<file path="src/rtl/axi_strm_pkg.sv">
// rtl/axi_strm_pkg.sv - shared FSM state type, AXI encodings and sample width for the stream reader
package axi_strm_pkg;

  typedef enum logic [1:0] {
    ST_IDLE  = 2'd0,
    ST_ADDR  = 2'd1,
    ST_DATA  = 2'd2,
    ST_DRAIN = 2'd3
  } strm_state_t;

  localparam logic [1:0] AXI_BURST_INCR  = 2'b01;
  localparam logic [2:0] AXI_SIZE_8B     = 3'b011;
  localparam logic [1:0] AXI_RESP_OKAY   = 2'b00;
  localparam logic [1:0] AXI_RESP_SLVERR = 2'b10;

  localparam int SAMPLE_W         = 16;
  localparam int SAMPLES_PER_WORD = 4;

endpackage

</file>
<file path="src/rtl/strm_rd_fifo.sv">
// rtl/strm_rd_fifo.sv - synchronous showahead word FIFO with single-cycle flush and free-word count
module strm_rd_fifo #(
  parameter int DW    = 64,
  parameter int DEPTH = 32
) (
  input  logic                       clk,
  input  logic                       rst,
  input  logic                       flush,
  input  logic                       wr_en,
  input  logic [DW-1:0]              wr_data,
  input  logic                       rd_en,
  output logic [DW-1:0]              rd_data,
  output logic                       empty,
  output logic [$clog2(DEPTH+1)-1:0] free_cnt
);
  localparam int AW = $clog2(DEPTH);
  localparam int CW = $clog2(DEPTH + 1);

  logic [DW-1:0] mem [DEPTH];
  logic [AW-1:0] wr_ptr, rd_ptr;
  logic [CW-1:0] count;
  logic          do_wr, do_rd;

  function automatic logic [AW-1:0] ptr_inc(input logic [AW-1:0] p);
    return (p == AW'(DEPTH - 1)) ? '0 : p + 1'b1;
  endfunction

  assign do_wr = wr_en && (count != CW'(DEPTH));
  assign do_rd = rd_en && (count != '0);

  always_ff @(posedge clk) begin
    if (do_wr) mem[wr_ptr] <= wr_data;
  end

  // a write and a read in the same cycle both land; count is unchanged
  always_ff @(posedge clk or posedge rst) begin
    if (rst) begin
      wr_ptr <= '0;
      rd_ptr <= '0;
      count  <= '0;
    end else if (flush) begin
      wr_ptr <= '0;
      rd_ptr <= '0;
      count  <= '0;
    end else begin
      if (do_wr) wr_ptr <= ptr_inc(wr_ptr);
      if (do_rd) rd_ptr <= ptr_inc(rd_ptr);
      count <= count + CW'(do_wr) - CW'(do_rd);
    end
  end

  assign rd_data  = mem[rd_ptr];
  assign empty    = (count == '0);
  assign free_cnt = CW'(DEPTH) - count;

endmodule

</file>
<file path="src/rtl/axi_strm_reader.sv">
// rtl/axi_strm_reader.sv - cyclic-buffer AXI burst reader unpacking 64-bit words into 16-bit samples
// Define STRM_UNDERRUN_CNT_EN to build the saturating underrun counter behind sts_underrun_o.
module axi_strm_reader
  import axi_strm_pkg::*;
#(
  parameter int AXI_AW     = 32,
  parameter int AXI_DW     = 64,
  parameter int BURST_LEN  = 16,
  parameter int FIFO_DEPTH = 32
) (
  input  logic                axi_clk_i,
  input  logic                axi_rst_i,
  input  logic                cfg_en_i,
  input  logic [AXI_AW-1:0]   cfg_start_i,
  input  logic [AXI_AW-1:0]   cfg_end_i,
  output logic [3:0]          axi_arid_o,
  output logic [AXI_AW-1:0]   axi_araddr_o,
  output logic [3:0]          axi_arlen_o,
  output logic [2:0]          axi_arsize_o,
  output logic [1:0]          axi_arburst_o,
  output logic                axi_arvalid_o,
  input  logic                axi_arready_i,
  input  logic [AXI_DW-1:0]   axi_rdata_i,
  input  logic [1:0]          axi_rresp_i,
  input  logic                axi_rlast_i,
  input  logic                axi_rvalid_i,
  output logic                axi_rready_o,
  output logic [SAMPLE_W-1:0] sto_tdata_o,
  output logic                sto_tvalid_o,
  input  logic                sto_tready_i,
  output logic                sts_busy_o,
  output logic                sts_err_o,
  output logic [31:0]         sts_underrun_o
);
  localparam int CW = $clog2(FIFO_DEPTH + 1);
  localparam logic [AXI_AW-1:0] BURST_BYTES = AXI_AW'(BURST_LEN * (AXI_DW / 8));

  strm_state_t         state, state_nxt;
  logic [AXI_AW-1:0]   addr_ptr, addr_inc;
  logic                ar_pend, ar_hs, start_evt, beat_wr, pop_sample, pop_word, drain;
  logic [1:0]          idx;
  logic [AXI_DW-1:0]   fifo_rd_data;
  logic                fifo_empty;
  logic [CW-1:0]       fifo_free;
  logic [SAMPLE_W-1:0] sample;

  assign axi_arid_o    = 4'h0;
  assign axi_arlen_o   = 4'(BURST_LEN - 1);
  assign axi_arsize_o  = AXI_SIZE_8B;
  assign axi_arburst_o = AXI_BURST_INCR;
  assign axi_araddr_o  = addr_ptr;
  assign sts_busy_o    = (state != ST_IDLE);

  assign start_evt  = (state == ST_IDLE) && cfg_en_i;
  assign ar_hs      = axi_arvalid_o && axi_arready_i;
  assign beat_wr    = axi_rvalid_i && axi_rready_o;
  assign pop_sample = sto_tvalid_o && sto_tready_i;
  assign pop_word   = pop_sample && (idx == 2'd3);
  assign addr_inc   = addr_ptr + BURST_BYTES;

  always_ff @(posedge axi_clk_i or posedge axi_rst_i) begin
    if (axi_rst_i) state <= ST_IDLE;
    else           state <= state_nxt;
  end

  always_comb begin
    state_nxt     = state;
    axi_arvalid_o = 1'b0;
    axi_rready_o  = 1'b0;
    drain         = 1'b0;
    case (state)
      ST_IDLE: if (cfg_en_i) state_nxt = ST_ADDR;
      ST_ADDR: begin
        // once raised, ar_pend keeps arvalid up even if cfg_en_i falls
        axi_arvalid_o = ar_pend || (cfg_en_i && (fifo_free >= CW'(BURST_LEN)));
        if (axi_arvalid_o && axi_arready_i) state_nxt = ST_DATA;
        else if (!axi_arvalid_o && !cfg_en_i) state_nxt = ST_DRAIN;
      end
      ST_DATA: begin
        axi_rready_o = 1'b1;
        if (axi_rvalid_i && axi_rlast_i) state_nxt = cfg_en_i ? ST_ADDR : ST_DRAIN;
      end
      ST_DRAIN: begin
        drain     = 1'b1;
        state_nxt = ST_IDLE;
      end
      default: state_nxt = ST_IDLE;
    endcase
  end

  always_ff @(posedge axi_clk_i or posedge axi_rst_i) begin
    if (axi_rst_i) begin
      addr_ptr  <= '0;
      ar_pend   <= 1'b0;
      sts_err_o <= 1'b0;
      idx       <= 2'd0;
    end else begin
      ar_pend <= axi_arvalid_o && !axi_arready_i;
      if (start_evt)  addr_ptr <= cfg_start_i;
      else if (ar_hs) addr_ptr <= (addr_inc >= cfg_end_i) ? cfg_start_i : addr_inc;
      if (start_evt) sts_err_o <= 1'b0;
      else if (beat_wr && (axi_rresp_i != AXI_RESP_OKAY)) sts_err_o <= 1'b1;
      if (drain)           idx <= 2'd0;
      else if (pop_sample) idx <= idx + 2'd1;
    end
  end

  strm_rd_fifo #(
    .DW    (AXI_DW),
    .DEPTH (FIFO_DEPTH)
  ) u_fifo (
    .clk      (axi_clk_i),
    .rst      (axi_rst_i),
    .flush    (drain),
    .wr_en    (beat_wr),
    .wr_data  (axi_rdata_i),
    .rd_en    (pop_word),
    .rd_data  (fifo_rd_data),
    .empty    (fifo_empty),
    .free_cnt (fifo_free)
  );

  always_comb begin
    sample = fifo_rd_data[15:0];
    case (idx)
      2'd1:    sample = fifo_rd_data[31:16];
      2'd2:    sample = fifo_rd_data[47:32];
      2'd3:    sample = fifo_rd_data[63:48];
      default: sample = fifo_rd_data[15:0];
    endcase
  end

  // tdata is zeroed while idle so nothing stale leaks out after reset or drain
  assign sto_tvalid_o = (state != ST_DRAIN) && !fifo_empty;
  assign sto_tdata_o  = sto_tvalid_o ? sample : '0;

`ifdef STRM_UNDERRUN_CNT_EN
  logic [31:0] underrun_cnt;

  always_ff @(posedge axi_clk_i or posedge axi_rst_i) begin
    if (axi_rst_i) underrun_cnt <= '0;
    else if (start_evt) underrun_cnt <= '0;
    else if (cfg_en_i && (state != ST_IDLE) && sto_tready_i && !sto_tvalid_o &&
             (underrun_cnt != 32'hFFFF_FFFF))
      underrun_cnt <= underrun_cnt + 32'd1;
  end

  assign sts_underrun_o = underrun_cnt;
`else
  assign sts_underrun_o = 32'd0;
`endif

endmodule

</file>
<file path="config.mk">
export PLATFORM = sky130hd
export DESIGN_NAME = axi_strm_reader
export DESIGN_NICKNAME = d
export VERILOG_FILES = /design/src/rtl/axi_strm_pkg.sv /design/src/rtl/strm_rd_fifo.sv /design/src/rtl/axi_strm_reader.sv
export SDC_FILE = /design/constraint.sdc
export NUM_CORES = 2
export LEC_CHECK = 0
export CORE_ASPECT_RATIO = 1.2
export CORE_UTILIZATION = 57
export DETAILED_ROUTE_END_ITERATION = 12
export PLACE_DENSITY = 0.74
export SLEW_MARGIN = 40
export SYNTH_ARGS = -nofsm -noshare
export SYNTH_HDL_FRONTEND = slang
export SYNTH_SLANG_ARGS = --single-unit
</file>
<file path="constraint.sdc">
create_clock -name axi_clk_i -period 6.4 [get_ports axi_clk_i]
set_input_delay 1.6 -clock axi_clk_i [delete_from_list [all_inputs] [get_ports axi_clk_i]]
set_output_delay 1.6 -clock axi_clk_i [all_outputs]
set_load 0.05 [all_outputs]
</file>
After elaboration in Yosys (flattened, before gate mapping)
Memories as Yosys holds them, arrays and structs flattened.
Index checks and enable logic that the tools add are counted.
{"block": "word_totals", "reg_bits": 54, "latch_bits": 0, "mem_bits_rw": 2048, "romBits": 0, "inputBits": 137, "output_inout_bits": 98, "elab_cells": 88, "n_memories": 1}
{"block": "classes", "add_sub_neg": 7, "multipliers": 0, "n_div": 0, "order_cmp": 2, "eq_ne": 13, "shift": 0, "n_mux": 27, "bitwise": 0, "n_reduce_logical": 30}
{"name": "u_fifo.mem", "words": 32, "width": 64, "read_ports": 1, "rd_ports_with_merged_regs": 0, "write_ports": 1, "line": "strm_rd_fifo.sv:19", "source": "logic [DW-1:0] mem [DEPTH];"}
{"operator": "2-to-1 mux 32 bit", "count": 3}
{"operator": "case mux 16 bit (3 select lines)", "count": 1}
{"operator": "adder 32 x 8 -> 32 bit (second input constant)", "count": 1}
{"operator": "greater-or-equal comparator 32 bit", "count": 1}
{"operator": "2-to-1 mux 5 bit", "count": 6}
{"operator": "2-to-1 mux 16 bit", "count": 1}
{"operator": "logical AND 1 bit", "count": 14}
{"operator": "2-to-1 mux 2 bit", "count": 7}
{"operator": "nonzero test 2 bit", "count": 7}
{"operator": "adder 5 x 1 -> 5 bit (second input constant)", "count": 2}
{"operator": "== test 5 bit (second input constant)", "count": 2}
{"operator": "== test 2 bit (second input constant)", "count": 4}
{"operator": "case mux 2 bit (4 select lines)", "count": 1}
{"operator": "2-to-1 mux 1 bit", "count": 7}
{"operator": "adder 6 x 1 -> 6 bit", "count": 1}
{"operator": "greater-or-equal comparator 6 x 5 -> 1 bit (second input constant)", "count": 1}
{"operator": "zero test 6 bit", "count": 1}
{"operator": "2-to-1 mux 6 bit", "count": 1}
{"operator": "!= test 2 bit (second input constant)", "count": 3}
{"operator": "!= test 6 bit (second input constant)", "count": 1}
{"operator": "nonzero test 6 bit", "count": 1}
{"operator": "subtractor 6 x 1 -> 6 bit", "count": 1}
{"operator": "subtractor 6 bit (first input constant)", "count": 1}
{"operator": "== test 2 x 1 -> 1 bit (second input constant)", "count": 2}
{"operator": "6 further kinds", "count": 9}

Logic depth before layout (Yosys ltp)
{"block": "depth", "depth_word": 9, "depth_mapped": 16, "ltp_nobuf": 16}

Hierarchy
From an unflattened synthesis, not the netlist that was laid out.
{"block": "hier_totals", "cells_unflattened": 4329, "area_unflattened_um2": 83228.6}
{"module": "strm_rd_fifo", "instances": 1, "cells_each": 3794, "area_per_inst_um2": 78998.3, "seq_area_each_um2": 61899.4}
{"module": "axi_strm_reader", "instances": 1, "cells_each": 535, "area_per_inst_um2": 4230.3, "seq_area_each_um2": 950.9}

Worst setup path after synthesis
OpenSTA, ideal clock, no wires.
{"block": "synth_path", "path_type": "input -> register", "start": "in axi_rvalid_i", "end": "mem u_fifo.mem[30][0], enable pin", "setup_ns": 0.487, "arrival_ns": 5.184, "required_time_ns": 5.913, "setup_slack_ns": 0.730, "stages": 6, "n_path_buf": 1, "cell_sequence": "nor2b_1 > nand2_1 > a21oi_1 > clkbuf_1 > nand2_1 > nor2_1"}
{"block": "synth_via", "elab_chain_len": 4}
{"item": "start, declared", "line": "axi_strm_reader.sv:26", "source": "input logic axi_rvalid_i,"}
{"item": "logical AND 1 bit", "line": "axi_strm_reader.sv:56", "source": "assign beat_wr = axi_rvalid_i && axi_rready_o;"}
{"item": "logical AND 1 bit", "line": "strm_rd_fifo.sv:28", "source": "assign do_wr = wr_en && (count != CW'(DEPTH));"}
{"item": "2-to-1 mux 1 bit", "line": "strm_rd_fifo.sv:32", "source": "if (do_wr) mem[wr_ptr] <= wr_data;"}
{"item": "2-to-1 mux 1 bit (implied by the code)", "line": "strm_rd_fifo.sv:32"}
{"item": "end, declared", "line": "strm_rd_fifo.sv:19"}
Every way passes these cells.

Worst setup path in the final report
{"block": "layout_path", "start": "reg u_fifo.rd_ptr[1]", "end": "out sto_tdata_o[15]"}
{"block": "layout_via", "elab_chain_len": 3}
{"item": "start, declared", "line": "strm_rd_fifo.sv:20", "source": "logic [AW-1:0] wr_ptr, rd_ptr;"}
{"item": "start signal, assigned", "line": "strm_rd_fifo.sv:47", "source": "if (do_rd) rd_ptr <= ptr_inc(rd_ptr);"}
{"item": "memory read (32 x 64 bit)"}
{"item": "case mux 16 bit (3 select lines)", "line": "axi_strm_reader.sv:125", "source": "case (idx)"}
{"item": "2-to-1 mux 16 bit", "line": "axi_strm_reader.sv:135", "source": "assign sto_tdata_o = sto_tvalid_o ? sample : '0;"}
{"item": "end, declared", "line": "axi_strm_reader.sv:28", "source": "output logic [SAMPLE_W-1:0] sto_tdata_o,"}
Every way passes these cells.

==> results.md <==
- Status: completed
- Largest net degree at the start of global routing: 85
- Worst hold slack: 0.536 ns
- RSZ-0062 raised after global routing: false
- DRT iter0 DRCs: 5942
- CP max-delay cell: clkdlybuf4s50_1
- Largest cells by area after synthesis: edfxtp_1 (74%), mux4_2 (15%), dfrtp_1 (1.6%)
- Vias in the first global route: 42400
- Synthesized area: 83200 um^2
- CP Cell Sequence: buf_12 > mux4_2 > nand2b_1 > a31oi_1 > nand4_1 > a21oi_1 > a31oi_1 > clkdlybuf4s50_1
- Detail Route Antenna Nets: 0
- Syn Inst Count: 3849
- Fin util: 65.3%
- Cell row count: 153
- Crit-path max cell delay: 0.80 ns
- First-pass GRT wire length: 301000 um
- Seq/Total Area, Yosys: 75.5%
- Hold Fails Final Rpt: 0
- Number of nets in the layout: 4390
- Crit path top cell by count: a31oi_1
- Post-route cell area: 94600 um^2
- IO buf count: 189
- Vias per Instance: 6.75
- Post-route minimum period: 6.34 ns
- DR pass1 iterations: 6
- Clk sinks: 2102
- Top FF cell, synth: edfxtp_1
- Post-route setup slack: 0.0591 ns
- Root buffer cell: clkbuf_16
- Die Ht: 421 um
- Pre-CTS setup slack: 0.656 ns
- Starting density of the core: 57.4%
- CTS Buffer Depth: 3
- Fill cell count: 9105
- Top post-synthesis cells by count: edfxtp_1 (2048), mux4_2 (560), nand2_1 (129)
- CP Capture Type: output port
- Number of remaining DRC errors: 0
- Final cell count without fillers: 6304
- Synth cell types: 59
- Yosys reg bits: 2102
- DP Wirelength: 112000 um
- Initial antenna violation count: 22
- Worst-path clk slew: 0.06 ns
- Maxcap violations: 0
- H-tree Lvls: 4
- Hold Path Class: reg2reg
- Top cell type's share of synthesized area: 73.9%
- Number of synthesized flops with an enable pin: 2048
- Area growth from synthesis to layout: 13.7%
- Pwr Total: 36.5 mW
- Setup CP Type: reg2out
- Worst Path Arrival: 4.74 ns
- Final period utilization: 99.1%
- Setup tns final: 0 ns
- GRT overflow: 0
- Syn_area_per_cell: 21.6 um^2
- Post-Place Cells: 5934
- Total number of vias: 42600
- Core Area: 145000 um^2
- Chip width: 351 um
- Critical Path RT: 4.80 ns
- CTS tree: yes
- Post-Route Skew: 0.0329 ns
- Synth warnings: 0
- Power per cell area: 386 nW/um^2
- Share of cells above drive strength 1: 26.0%
- Placed cell areas: 88400 um^2
- Endpoints failing setup: 0
- Max IR drop VDD: 409 uV
- CTS Buf Count: 193
- DIE AREA: 148000 um^2
- Clk_lat worst skew: 0.83 ns
- GP Congestion: 0.833
- Slew @ Worst Pin: 0.875 ns
- Final Max Tran Viols: 0
- Critical path launch point type: flip-flop
- Leakage: 29.4 nW
- Crit path max fanout: 61
- Most frequent cell after synthesis: edfxtp_1
- GRT Overall Usage: 29.1%
- Final WL: 212000 um
- Routed WL per cell: 33.6 um
- Max Clk Rate: 158 MHz
- Rel. slew slack: 41.5%
- Synth area leader: edfxtp_1
- Ports: 235
- Synth async-reset ratio: 2.57%
- # hold bufs at CTS: 0
## critical path: cells and delay by family (launching register included)
| kind | cells | cell delay (ns) |
|---|---|---|
| simple gates | 2 | 0.30 |
| compound gates | 3 | 1.04 |
| buf+inv | 2 | 1.20 |
| flops | 1 | 0.77 |
| mux | 1 | 0.54 |
## placed cells by master (no fill, tap or decap), types with 21 or more instances in the layout
cell type / netlist / layout
mux4_2: 560 / 560
clkdlybuf4s50_1: 0 / 119
inv_1: 61 / 60
buf_2: 47 / 65
nor2_4: 0 / 32
a311o_1: 21 / 21
o22ai_1: 22 / 22
and2_1: 25 / 24
edfxtp_1: 2048 / 2048
nand4_1: 26 / 26
o21ai_0: 24 / 24
nand2_1: 129 / 128
mux2_2: 21 / 21
nand3_1: 36 / 36
xnor2_1: 24 / 24
conb_1: 2 / 45
a22oi_1: 42 / 42
a21oi_1: 51 / 48
a31oi_1: 22 / 22
ha_1: 55 / 54
dfrtp_1: 54 / 49
clkinv_1: 0 / 49
clkbuf_1: 91 / 44
nor2_1: 77 / 45
nand2b_1: 34 / 33
buf_4: 74 / 99
clkbuf_16: 0 / 197
clkinv_2: 0 / 34
buf_12: 0 / 55
mux2i_1: 118 / 118
## report_power, final
part           total, mW  internal (mW)  switching, mW
combinational       9.40           4.21           5.19
clock               11.4           6.43           5.02
sequential          15.6           15.4          0.267
## layer usage
metal / up-vias / wire length, um / global-route usage (%)
li1: 16700 / - / -
met1: 22500 / 76200 / 39.2
met2: 2809 / 104000 / 47.1
met3: 507 / 23100 / 6.14
met4: 20 / 8190 / 11.4
met5: - / 123 / 0
## state kept, by name (all words and copies together) (netlist names)
register       cells
u_fifo.wr_ptr      5
axi_araddr_o      32
idx                2
u_fifo.rd_ptr      5
ar_pend            1
u_fifo.mem      2048
state              2
u_fifo.count       6
sts_err_o          1
## final cells by class
cell class / instances / area (um^2) / area share [%]
Multi-Input combinational cell: 1483 / 19200 / 20.3
Clock inverter: 120 / 1140 / 1.21
Timing Repair Buffer: 356 / 3590 / 3.80
Tap cell: 1937 / 2420 / 2.56
Inverter: 61 / 229 / 0.242
Antenna cell: 4 / 10.0 / 0.0106
Sequential cell: 2102 / 62900 / 66.5
Clock buffer: 241 / 5090 / 5.39
## what timing repair did
item                       in CTS  in global routing
setup buffers                   4                  1
setup endpoints to repair      14                  4
resized for setup               6                  2
## cells by family after synthesis
group                    count (synthesis)  synth area share [%]
AO/OA/AOI/OAI                          238                  2.01
XOR/XNOR                                28                 0.295
adder cells (fa/ha/maj)                 56                 0.851
buffers and inverters                  307                  1.94
flip-flops                            2102                  75.5
multiplexers                           699                  16.9
other                                    2               0.00902
AND/OR/NAND/NOR                        417                  2.52
## path summary, 6_finish.rpt
kind / cells past startpoint / slack, ns / from / to
worst max-delay path: 8 / 0.06 / u_fifo.rd_ptr[1]$_DFFE_PP0P_ / sto_tdata_o[15]
worst min-delay path: 2 / 0.54 / sts_err_o$_DFFE_PP0P_ / sts_err_o$_DFFE_PP0P_
worst max register to register: 13 / 1.66 / axi_araddr_o[7]$_DFFE_PP0P_ / axi_araddr_o[0]$_DFFE_PP0P_
worst min register to register: 2 / 0.54 / sts_err_o$_DFFE_PP0P_ / sts_err_o$_DFFE_PP0P_
max in group asynchronous: 3 / 4.71 / axi_rst_i / u_fifo.rd_ptr[1]$_DFFE_PP0P_
min in group asynchronous: 3 / 1.21 / axi_rst_i / axi_araddr_o[6]$_DFFE_PP0P_
(Power assumes the default switching activity.)
